## src/rtl/uart_rx_fifo.sv

```systemverilog
// Receive-side byte FIFO behind the UART RX controller: rising-edge capture of
// data_valid, show-ahead valid/ready read port. Optional almost_full via RX_FIFO_ALMOST_FULL_EN.
module uart_rx_fifo #(
    parameter int DATA_WIDTH = 8,
    parameter int DEPTH      = 8,
    parameter int ADDR_WIDTH = 3
`ifdef RX_FIFO_ALMOST_FULL_EN
    ,
    parameter int AF_THRESH  = DEPTH - 2
`endif
) (
    input  logic                  clk,
    input  logic                  rst,
    input  logic                  wr_valid,
    input  logic [DATA_WIDTH-1:0] wr_data,
    input  logic                  wr_err,
    input  logic                  rd_ready,
    output logic                  rd_valid,
    output logic [DATA_WIDTH-1:0] rd_data,
    output logic                  rd_err,
    output logic                  full,
    output logic                  empty,
    output logic [ADDR_WIDTH:0]   count,
    output logic                  overflow,
    input  logic                  ovf_clr
`ifdef RX_FIFO_ALMOST_FULL_EN
    ,
    output logic                  almost_full
`endif
);

    localparam logic [ADDR_WIDTH:0] FULL_CNT = (ADDR_WIDTH + 1)'(DEPTH);

    // Each entry carries the error tag in its MSB.
    logic [DATA_WIDTH:0]   mem [DEPTH];

    logic                  wr_valid_q_reg;
    logic [ADDR_WIDTH-1:0] wr_ptr_reg, wr_ptr_next;
    logic [ADDR_WIDTH-1:0] rd_ptr_reg, rd_ptr_next;
    logic [ADDR_WIDTH:0]   count_reg, count_next;
    logic                  overflow_reg, overflow_next;

    logic wr_stb;
    logic rd_hs;
    logic wr_accept;
    logic wr_drop;

    assign empty    = (count_reg == '0);
    assign full     = (count_reg == FULL_CNT);
    assign count    = count_reg;
    assign rd_valid = ~empty;
    assign overflow = overflow_reg;

    assign wr_stb    = wr_valid & ~wr_valid_q_reg;
    assign rd_hs     = rd_valid & rd_ready;
    // At full, a same-cycle pop frees the slot the write lands in.
    assign wr_accept = wr_stb & (~full | rd_hs);
    assign wr_drop   = wr_stb & full & ~rd_hs;

    always_comb begin
        wr_ptr_next   = wr_ptr_reg;
        rd_ptr_next   = rd_ptr_reg;
        count_next    = count_reg;
        overflow_next = overflow_reg;
        if (wr_accept) begin
            wr_ptr_next = wr_ptr_reg + ADDR_WIDTH'(1);
        end
        if (rd_hs) begin
            rd_ptr_next = rd_ptr_reg + ADDR_WIDTH'(1);
        end
        if (wr_accept && !rd_hs) begin
            count_next = count_reg + (ADDR_WIDTH + 1)'(1);
        end else if (rd_hs && !wr_accept) begin
            count_next = count_reg - (ADDR_WIDTH + 1)'(1);
        end
        if (ovf_clr) begin
            overflow_next = 1'b0;
        end
        if (wr_drop) begin
            overflow_next = 1'b1;
        end
    end

    always_ff @(posedge clk or negedge rst) begin
        if (!rst) begin
            // Starts high so a level already asserted at reset release is not a write.
            wr_valid_q_reg <= 1'b1;
            wr_ptr_reg     <= '0;
            rd_ptr_reg     <= '0;
            count_reg      <= '0;
            overflow_reg   <= 1'b0;
        end else begin
            wr_valid_q_reg <= wr_valid;
            wr_ptr_reg     <= wr_ptr_next;
            rd_ptr_reg     <= rd_ptr_next;
            count_reg      <= count_next;
            overflow_reg   <= overflow_next;
        end
    end

    always_ff @(posedge clk) begin
        if (wr_accept) begin
            mem[wr_ptr_reg] <= {wr_err, wr_data};
        end
    end

    assign rd_data = empty ? '0 : mem[rd_ptr_reg][DATA_WIDTH-1:0];
    assign rd_err  = empty ? 1'b0 : mem[rd_ptr_reg][DATA_WIDTH];

`ifdef RX_FIFO_ALMOST_FULL_EN
    assign almost_full = (count_reg >= (ADDR_WIDTH + 1)'(AF_THRESH));
`endif

endmodule

```

## config.mk

```make
export PLATFORM = sky130hd
export DESIGN_NAME = uart_rx_fifo
export DESIGN_NICKNAME = d
export VERILOG_FILES = /design/src/rtl/uart_rx_fifo.sv
export SDC_FILE = /design/constraint.sdc
export NUM_CORES = 1
export LEC_CHECK = 0
export ABC_AREA = 1
export CORE_MARGIN = 1
export CORE_UTILIZATION = 66
export CTS_BUF_LIST = sky130_fd_sc_hd__clkbuf_4 sky130_fd_sc_hd__clkbuf_8
export DETAILED_ROUTE_END_ITERATION = 10
export DONT_BUFFER_PORTS = 1
export GPL_ROUTABILITY_DRIVEN = 1
export PLACE_DENSITY = 0.79
export SLEW_MARGIN = 20
export SYNTH_ARGS = -nofsm -noshare
export SYNTH_HDL_FRONTEND = slang
export SYNTH_SLANG_ARGS = --single-unit
```

## constraint.sdc

```tcl
create_clock -name clk -period 2.2 [get_ports clk]
set_input_delay 0.22 -clock clk [delete_from_list [all_inputs] [get_ports clk]]
set_output_delay 0.22 -clock clk [all_outputs]
set_load 0.03 [all_outputs]
```

==> out/qor.yml <==
status:
  status: "finished, final reports clean"
layout:
  antenna_cells: 0
  final_cell_area_um2: 4460
  largest_reg_flops: 72
  layout_common_cells: "nand2_1, inv_1, edfxtp_1, nand3_1, buf_4"
  synthToLayoutAreaGrowth_pct: 14.5
  drive_gt1_share_pct: 11.9
  finalNetCount: 462
  final_common_cell: "nand2_1"
  postLayoutCoreUtil_pct: 79.5
clock_tree:
  cts_root_buf: "clkbuf_8"
  cts.sinks: 84
  cts_tree: "done"
  numCtsBuffers: 9
  cts_resized: 0
  cts_hold_buf: 12
  cts_setup_buffers: 0
  htreeDepth: 3
  clkTransAtPathRegs_ns: 0.09
  worst_skew_pair.late_latency_ns: 0.37
  clockBufferDepth: 2
synth:
  synth_nets: 421
  ys.flop_type: "edfxtp_1"
  yosysUniqueCellTypes: 22
  yosysSeqAreaShare_pct: 63.3
  syn-instance-count: 401
  synth-edff-count: 72
  avgSynthCellArea_um2: 9.71
  synth.cell_area_um2: 3890
  ys_seq_elements: 84
  yosysWarnings: 0
  synthArstFlopShare_pct: 14.3
placement:
  placed_cell_area_um2: 4120
  dp_hpwl_um: 4860
  numPortBuffers: 0
  routabilityCongestion: 0.813
setup_path:
  end_kind: "output pin"
  critPathMaxStageDelay_ns: 0.60
  path_cells: "buf_4 > nand3_1 > nand3_1 > nand2_1 > nor2_1 > buf_4"
  crit_fanout: 12
  required_ns: 1.98
  start_kind: "flip-flop"
  critPathArrivalTime_ns: 1.81
  crit_type: "reg2out"
  slowest_stage: "dfrtp_1"
route:
  firstDrtPassIters: 5
  drc: 0
  routedWlPerCell_um: 15.4
  wl_met2_um: 4090
  vias_per_cell: 5.27
  detail-route-antenna-nets: 0
  m1WireLength_um: 3170
  dr_wl_met3_um: 558
  dr_total_vias: 2733
  wirelength_um: 7980
  routed.top_layer: "met4"
  drt-initial-drc-count: 276
die:
  die-area_um2: 6210
  start_util_pct: 69.4
  rows: 27
  fp.dieH_um: 78.8
  ios: 31
  core_um2: 5610
  die-width_um: 78.8
grt:
  grt_pass1_wl_um: 12400
  grt_pass1_vias: 2560
  antenna_found_initial: 0
  grt_usage_pct: 28.1
  grt_overflow: 0
  grt_max_degree: 38
sta:
  fmax_mhz: 493
  worstMarginPinSlew_ns: 0.544
  tns_ns: 0
  rsz0062_at_grt: "no"
  setup_viol: 0
  slew_viol_final: 0
  post-route-period-util_pct: 92.2
  hold_violations: 0
  fin_skew_ns: 0.0122
  min_period_ns: 2.03
  maxSlewHeadroom_pct: 63.6
power:
  peakVddDrop_mv: 0.862
  power.leakage_uw: 0.00211
  power_density_nw_per_um2: 1310
run:
  max-cap-violations: 0
hold_path:
  holdCritPathClass: "in2reg"
[metrics by stage]
stage | std cells | total power [uW] | hold slack, ns | setup WS, ns
after global routing | 519 | 6150 | 0.0899 | 0.0309
after floorplan | 401 | 3930 | -0.0756 | 0.114
after global placement | 491 | 4510 | -0.0754 | 0.400
final | 519 | 5850 | 0.0689 | 0.172
after detailed placement | 491 | 4580 | -0.0754 | 0.292
after CTS | 519 | 5840 | 0.0691 | 0.186
[worst paths after layout]
path,from,end,slack [ns],cells after the start
worst max-delay path,rd_ptr_reg[1],rd_data[3],0.17,6
worst min-delay path,rd_ready,rd_ptr_reg[0],0.07,2
worst max register to register,count[0],count[3],0.19,10
worst min register to register,wr_ptr_reg[1],wr_ptr_reg[1],0.57,2
max in group asynchronous,rst,rd_ptr_reg[2],1.56,1
min in group asynchronous,rst,rd_ptr_reg[0],0.27,1
[where the power goes]
part,switching [uW],internal (uW)
logic,1690,864
clock network,549,680
registers,160,1910
total,2400,3450
[cells by family (layout without fill, tap and decap cells)]
logic type,Yosys count,count (layout),synth area share [%]
buf+inv,102,148,11.4
flops,84,84,63.3
compound gates,7,7,0.900
fa+ha+maj,6,6,2.12
simple gates,196,196,21.0
xor+xnor,6,6,1.35
[cells in the mapped netlist (2+ instances only)]
cell	count	area share [%]
nor3_1	8	1.0
buf_6	5	1.4
inv_4	2	0.32
nor2_1	21	2.0
dfrtp_1	11	7.1
nand3_1	50	6.4
nand2_1	114	11
o21ai_0	5	0.64
buf_4	3	0.58
ha_1	5	1.6
a21oi_1	2	0.26
edfxtp_1	72	56
inv_1	86	8.3
buf_2	5	0.64
xnor2_1	5	1.1
[area by class of cell]
cell class,count,area (um^2)
clock buffer,12,146
clock inverter,4,73.8
sequential,84,2460
inverter,88,335
multi-input combinational,215,986
timing repair buffer,44,360
fill,344,1150
tap,72,90.1
[metal layers]
layer,track usage (%),vias up
met3,4.25,12
met4,15.0,0
met5,0,-
met1,35.9,1271
met2,46.4,114
li1,-,1336
[worst max-delay path, delay by kind of cell, from the launching register on]
kind	cells	cell delay, ns
buffers and inverters	2	0.47
DFF	1	0.60
and+or+nand+nor	4	0.37
Power figures use the tool's default switching activity.
